--- src/rtl/rope_pkg.sv ---
// Shared constants and types for the rope collision controller and its per-rope bounce FSM.
// Optional rope-rope overlap detection is enabled by defining ROPE_ROPE_COLLISION_EN.
package rope_pkg;

   localparam int DEF_ROPES           = 6;
   localparam int DEF_LEFT_ROPES      = 3;
   localparam int DEF_LEFT_WALL_X     = 16;
   localparam int DEF_DIVIDER_X       = 320;
   localparam int DEF_RIGHT_WALL_X    = 623;
   localparam int DEF_COOLDOWN_FRAMES = 4;

   typedef enum logic {
      ARMED    = 1'b0,
      COOLDOWN = 1'b1
   } rope_state_t;

   typedef logic signed [31:0] rope_speed_t;

   // A cooldown of zero frames still needs a one-bit counter.
   function automatic int cnt_width(input int frames);
      return (frames > 0) ? $clog2(frames + 1) : 1;
   endfunction

endpackage

--- src/rtl/rope_bounce_fsm.sv ---
// Per-rope bounce FSM: turns one frame's accumulated hits into a single direction-toggle
// pulse, then ignores further hits for a configurable number of frames.
module rope_bounce_fsm
   import rope_pkg::*;
#(
   parameter int COOLDOWN_FRAMES = DEF_COOLDOWN_FRAMES
) (
   input  logic        clk,
   input  logic        reset,
   input  logic        i_eval,
   input  logic        i_wall_lo,
   input  logic        i_wall_hi,
   input  logic        i_rr_hit,
   input  logic        i_speed_neg,
   output logic        o_dir_toggle,
   output rope_state_t o_state
);

   localparam int               CNT_W    = cnt_width(COOLDOWN_FRAMES);
   localparam logic [CNT_W-1:0] CNT_LOAD = CNT_W'(COOLDOWN_FRAMES);
   localparam logic [CNT_W-1:0] CNT_ONE  = CNT_W'(1);

   rope_state_t      r_state;
   logic [CNT_W-1:0] r_cnt;
   logic             r_toggle;
   logic             w_toward;

   // Only a wall the rope is moving toward counts; zero speed counts as moving right.
   assign w_toward = (i_wall_lo && i_speed_neg) || (i_wall_hi && !i_speed_neg) || i_rr_hit;

   always_ff @(posedge clk or posedge reset) begin
      if (reset) begin
         r_state  <= ARMED;
         r_cnt    <= '0;
         r_toggle <= 1'b0;
      end else begin
         // NOTE: default-clearing the toggle each cycle is what limits it to a single-cycle pulse.
         r_toggle <= 1'b0;
         if (i_eval) begin
            case (r_state)
               ARMED: begin
                  if (w_toward) begin
                     r_toggle <= 1'b1;
                     r_cnt    <= CNT_LOAD;
                     r_state  <= COOLDOWN;
                  end
               end
               COOLDOWN: begin
                  if (r_cnt != '0) begin
                     r_cnt <= r_cnt - CNT_ONE;
                  end
                  if ((r_cnt == '0) || (r_cnt == CNT_ONE)) begin
                     r_state <= ARMED;
                  end
               end
               default: r_state <= ARMED;
            endcase
         end
      end
   end

   assign o_dir_toggle = r_toggle;
   assign o_state      = r_state;

endmodule

--- src/rtl/rope_collision_ctrl.sv ---
// Per-frame rope collision controller: accumulates wall/monkey hits over a frame and evaluates
// them one cycle after startOfFrame. Define ROPE_ROPE_COLLISION_EN to add rope-rope bounces.
module rope_collision_ctrl
   import rope_pkg::*;
#(
   parameter int ROPES           = DEF_ROPES,
   parameter int LEFT_ROPES      = DEF_LEFT_ROPES,
   parameter int LEFT_WALL_X     = DEF_LEFT_WALL_X,
   parameter int DIVIDER_X       = DEF_DIVIDER_X,
   parameter int RIGHT_WALL_X    = DEF_RIGHT_WALL_X,
   parameter int COOLDOWN_FRAMES = DEF_COOLDOWN_FRAMES
) (
   input  logic                    clk,
   input  logic                    reset,
   input  logic                    startOfFrame,
   input  logic [10:0]             pixelX,
   input  logic [10:0]             pixelY,
   input  logic [ROPES-1:0]        ropeDR,
   input  logic                    monkeyDR,
   input  rope_speed_t [ROPES-1:0] SIGNED_SPEEDS,
   output logic [ROPES-1:0]        dirToggle,
   output logic [ROPES-1:0]        monkeyCollision,
   output logic                    anyMonkeyCollision
);

   localparam logic [10:0] C_LEFT_WALL  = 11'(LEFT_WALL_X);
   localparam logic [10:0] C_DIV_LO     = 11'(DIVIDER_X - 1);
   localparam logic [10:0] C_DIV        = 11'(DIVIDER_X);
   localparam logic [10:0] C_RIGHT_WALL = 11'(RIGHT_WALL_X);

   logic [ROPES-1:0]        w_lo_hit, w_hi_hit, w_monk_hit, w_speed_neg, w_rr_frm;
   logic [ROPES-1:0]        r_lo_acc, r_hi_acc, r_monk_acc;
   logic [ROPES-1:0]        r_lo_frm, r_hi_frm, r_monk_frm;
   logic [ROPES-1:0]        r_monk_out;
   logic                    r_any_monk;
   logic                    r_eval;
   rope_state_t [ROPES-1:0] w_state;
   logic                    w_unused;

   always_comb begin
      w_lo_hit    = '0;
      w_hi_hit    = '0;
      w_speed_neg = '0;
      for (int i = 0; i < ROPES; i++) begin
         w_speed_neg[i] = SIGNED_SPEEDS[i][31];
         if (i < LEFT_ROPES) begin
            w_lo_hit[i] = ropeDR[i] && (pixelX <= C_LEFT_WALL);
            w_hi_hit[i] = ropeDR[i] && (pixelX >= C_DIV_LO);
         end else begin
            w_lo_hit[i] = ropeDR[i] && (pixelX <= C_DIV);
            w_hi_hit[i] = ropeDR[i] && (pixelX >= C_RIGHT_WALL);
         end
      end
   end

   assign w_monk_hit = ropeDR & {ROPES{monkeyDR}};

   // A hit on the startOfFrame cycle is folded into the frame that is closing.
   always_ff @(posedge clk or posedge reset) begin
      if (reset) begin
         r_lo_acc   <= '0;
         r_hi_acc   <= '0;
         r_monk_acc <= '0;
         r_lo_frm   <= '0;
         r_hi_frm   <= '0;
         r_monk_frm <= '0;
         r_eval     <= 1'b0;
      end else begin
         r_eval <= startOfFrame;
         if (startOfFrame) begin
            r_lo_frm   <= r_lo_acc | w_lo_hit;
            r_hi_frm   <= r_hi_acc | w_hi_hit;
            r_monk_frm <= r_monk_acc | w_monk_hit;
            r_lo_acc   <= '0;
            r_hi_acc   <= '0;
            r_monk_acc <= '0;
         end else begin
            r_lo_acc   <= r_lo_acc | w_lo_hit;
            r_hi_acc   <= r_hi_acc | w_hi_hit;
            r_monk_acc <= r_monk_acc | w_monk_hit;
         end
      end
   end

`ifdef ROPE_ROPE_COLLISION_EN
   localparam logic [ROPES-1:0] C_LEFT_MASK = ROPES'((64'd1 << LEFT_ROPES) - 64'd1);

   logic [ROPES-1:0] w_rr_hit, r_rr_acc, r_rr_frm;

   always_comb begin
      w_rr_hit = '0;
      if ($countones(ropeDR & C_LEFT_MASK) >= 2) begin
         w_rr_hit = w_rr_hit | (ropeDR & C_LEFT_MASK);
      end
      if ($countones(ropeDR & ~C_LEFT_MASK) >= 2) begin
         w_rr_hit = w_rr_hit | (ropeDR & ~C_LEFT_MASK);
      end
   end

   always_ff @(posedge clk or posedge reset) begin
      if (reset) begin
         r_rr_acc <= '0;
         r_rr_frm <= '0;
      end else if (startOfFrame) begin
         r_rr_frm <= r_rr_acc | w_rr_hit;
         r_rr_acc <= '0;
      end else begin
         r_rr_acc <= r_rr_acc | w_rr_hit;
      end
   end

   assign w_rr_frm = r_rr_frm;
`else
   assign w_rr_frm = '0;
`endif

   always_ff @(posedge clk or posedge reset) begin
      if (reset) begin
         r_monk_out <= '0;
         r_any_monk <= 1'b0;
      end else if (r_eval) begin
         r_monk_out <= r_monk_frm;
         r_any_monk <= |r_monk_frm;
      end
   end

   for (genvar g = 0; g < ROPES; g++) begin : g_rope
      rope_bounce_fsm #(
         .COOLDOWN_FRAMES(COOLDOWN_FRAMES)
      ) u_fsm (
         .clk          (clk),
         .reset        (reset),
         .i_eval       (r_eval),
         .i_wall_lo    (r_lo_frm[g]),
         .i_wall_hi    (r_hi_frm[g]),
         .i_rr_hit     (w_rr_frm[g]),
         .i_speed_neg  (w_speed_neg[g]),
         .o_dir_toggle (dirToggle[g]),
         .o_state      (w_state[g])
      );
   end

   assign monkeyCollision    = r_monk_out;
   assign anyMonkeyCollision = r_any_monk;

   // pixelY, the speed magnitudes and the FSM states are not needed by this block's logic.
   assign w_unused = ^{pixelY, SIGNED_SPEEDS, w_state};

endmodule

--- config.mk ---
export PLATFORM = sky130hd
export DESIGN_NAME = rope_collision_ctrl
export DESIGN_NICKNAME = d
export VERILOG_FILES = /design/src/rtl/rope_pkg.sv /design/src/rtl/rope_bounce_fsm.sv /design/src/rtl/rope_collision_ctrl.sv
export SDC_FILE = /design/constraint.sdc
export NUM_CORES = 1
export LEC_CHECK = 0
export CAP_MARGIN = 25
export CORE_ASPECT_RATIO = 0.6
export CORE_UTILIZATION = 24
export CTS_BUF_LIST = sky130_fd_sc_hd__clkbuf_8
export DETAILED_ROUTE_END_ITERATION = 8
export PLACE_DENSITY = 0.61
export SETUP_SLACK_MARGIN = 0.1
export SLEW_MARGIN = 10
export SYNTH_ARGS = -nofsm -noshare
export SYNTH_HDL_FRONTEND = slang
export SYNTH_SLANG_ARGS = --single-unit
--- constraint.sdc ---
create_clock -name clk -period 3.3 [get_ports clk]
set_clock_uncertainty 0.1 [all_clocks]
set_input_delay 0.66 -clock clk [delete_from_list [all_inputs] [get_ports clk]]
set_output_delay 0.66 -clock clk [all_outputs]
set_load 0.05 [all_outputs]
==> metrics.csv <==
stage,metric,value,unit
global_routing,grt_usage,0.107,
flow_run,cap_violations,0,
placed_design,gp_congestion,0.715,
sta,worstMarginPinSlew,0.723,ns
detailed_routing,drt-initial-drc-count,110,
cts,ctsHoldBuffers,0,
detailed_routing,dr.pass1.iters,4,
critical_path,critical_path_required,2.54,ns
floorplan,ios,237,
sta,setup_tns,0,ns
synth,yosysTopAreaCellShare,0.544,
detailed_routing,dr_total_vias,2405,
detailed_routing,detail_route.drc_violations,0,
placed_design,dpl.hpwl,5190,um
global_routing,grt_max_degree,45,
critical_path,startpoint_type,flip-flop,
detailed_routing,viasPerCell,4.37,
synth,yosysUniqueCellTypes,33,
run_status,status,"finished, final reports clean",
finish,nets,595,
floorplan,start_util,0.248,
finish,utilization,0.304,
finish,fin_area,0.00418,mm^2
global_routing,grt_most_used_layer,met1,
critical_path,critPathTopFamily,buffers and inverters,
floorplan,die_y,94.2,um
finish,final-seq-area,0.00185,mm^2
placed_design,port_buffers,39,
sta,hold_viol_final,0,
global_routing,grt_pass1_wl,11900,um
floorplan,rows,33,
detailed_routing,routedWlPerCell,13.2,um
synth,synth_edf_count,0,
cts,cts_num_sinks,74,
sta,setup_viol,0,
critical_path,crit_type,flip-flop to primary output,
power,power.leakage,1.87,nW
synth,syn_area_per_cell,10.8,um^2
critical_path,slowest_stage,clkdlybuf4s50_1,
global_routing,gr-usage-met3,0.0374,
power,vdd_drop_max,0.000210,V
finish,diodes,0,
cts,clock_latency,0.36,ns
synth,synthArstFlopShare,1.00,
finish,drive_above_1_share,0.0894,
synth,ys.flop_type,dfrtp_1,
synth,yosysTopAreaCell,dfrtp_1,
cts,clk_pin_slew_worst_paths,0.07,ns
synth,syn_nets,556,
global_routing,gr-usage-met1,0.151,
sta,holdWs,0.382,ns
critical_path,endpoint_kind,primary output,
sta,min_period,2.30,ns
critical_path,crit_chain,clkdlybuf4s50_1,
floorplan,fp.dieW,156,um
finish,multi_input_area,0.00135,mm^2
synth,ys_top_cells_by_area,"dfrtp_1 54%, ha_1 6.6%, mux2i_1 3.5%, a21oi_1 3.2%, inv_1 3.2%",
finish,area_growth,22.9,%
power,power,2.78,mW
finish,fillers,1408,
critical_path,crit_buf_inv,1,
detailed_routing,ant_nets,0,
synth,synth_common_cells,"74 x dfrtp_1, 29 x inv_1, 28 x nor2_1",
synth,synth_cells,314,
global_routing,met2_usage,0.151,
sta,fmax,0.435,GHz
critical_path,arrival,1.54,ns
cts,cts_resized,0,
critical_path,critPathMaxStageDelay,0.81,ns
hold_path,hp-class,flip-flop to flip-flop,
power,power.density,664,mW/mm^2
floorplan,core,0.0137,mm^2
global_routing,antenna_found_initial,0,
synth,yosysMostFrequentCell,dfrtp_1,
placed_design,dp_slack,0.965,ns
cts,root_buffer,clkbuf_8,
synth,syn_area,0.00340,mm^2
global_routing,grt-ovfl-total,0,
cts,cts.htree.levels,3,
synth,synth_seq_area_share,0.544,
synth,yosysWarningCount,0,
detailed_routing,routed_wl,7260,um
sta,finalMaxSlewViolations,0,
cts,cts_tree,done,
cts,cts_setup_buffers,0,
floorplan,die-area,0.0147,mm^2
finish,fin_cells,550,
cts,clockBufferDepth,2,
sta,rsz0062_at_grt,false,
placed_design,post_dp_cell_area,0.00398,mm^2
sta,maxSlewHeadroom,0.518,
placed_design,dp_cells,534,
synth,synth_seq_cells,74,
sta,worst_slack,1.00,ns
cts,numCtsBuffers,9,
sta,period_share,0.696,
critical_path,critPathMaxFanout,1,
global_routing,grt_pass1_vias,2387,
## registers in the layout (all words and copies together), names as in the netlist
signal and count:
r_hi_frm 6, r_eval 1, anyMonkeyCollision 1, r_lo_frm 6, g_rope.u_fsm.o_state 6, monkeyCollision 6, g_rope.u_fsm.r_cnt 18, r_hi_acc 6
r_monk_frm 6, r_monk_acc 6, r_lo_acc 6, g_rope.u_fsm.o_dir_toggle 6
## placed cells by master, fill, tap and decap left out, drive strengths merged
cell type      count
nor3b             12
a31oi             11
o22ai              9
nand2             13
nand2b             3
nor4               3
o211ai            13
nand3              5
mux2i             12
a21o               7
nor2b              3
clkdlybuf4s50     38
nor2              28
nand4              1
o211a              1
ha                18
o21ai             10
nand3b             6
mux2               6
a221o              3
dfrtp             74
nor3               2
and3               2
inv               30
or3                6
clkbuf            14
a21oi             22
clkinv             1
buf                5
## power breakdown
part           leakage, nW  internal (mW)  switching, mW
combinational        0.850          0.352          0.450
clock                0.110          0.372          0.325
sequential           0.914           1.11          0.163
total                 1.87           1.84          0.938
## logic make-up (layout without fill, tap and decap cells)
group | count (synthesis) | in the layout | synth area share
buffers and inverters | 44 | 88 | 0.0585
and+or+nand+nor | 84 | 84 | 0.135
adders and majority gates | 18 | 18 | 0.0662
muxes | 18 | 18 | 0.0551
DFF | 74 | 74 | 0.544
AOI/OAI and AO/OA | 76 | 76 | 0.142
## metal layers
| layer | wire (um) | part of all wire | up-vias |
|---|---|---|---|
| met5 | 0 | 0 | - |
| met2 | 3080 | 0.42 | 50 |
| met4 | 94 | 0.013 | 0 |
| met3 | 299 | 0.041 | 10 |
| met1 | 3790 | 0.52 | 1173 |
| li1 | - | - | 1172 |
## final cells by class
| type | count | share of cell area |
|---|---|---|
| tap | 192 | 0.0574 |
| multi-input combinational | 196 | 0.323 |
| timing repair buffer | 43 | 0.102 |
| inverter | 29 | 0.0260 |
| clock buffer | 14 | 0.0461 |
| clock inverter | 2 | 0.00209 |
| sequential | 74 | 0.443 |
## final timing paths
check / from / to / slack (ns) / depth (start not counted)
max: g_rope[4].u_fsm.o_dir_toggle / dirToggle[4] / 1.00 / 1
min: r_monk_acc[4] / r_monk_acc[4] / 0.38 / 2
max reg2reg: r_eval / g_rope[2].u_fsm.r_cnt[0] / 1.35 / 4
min reg2reg: r_monk_acc[4] / r_monk_acc[4] / 0.38 / 2
max in group asynchronous: reset / g_rope[3].u_fsm.o_state / 2.04 / 3
min in group asynchronous: reset / g_rope[1].u_fsm.r_cnt[1] / 0.49 / 2
No activity file was read; power rests on OpenSTA's default activity.
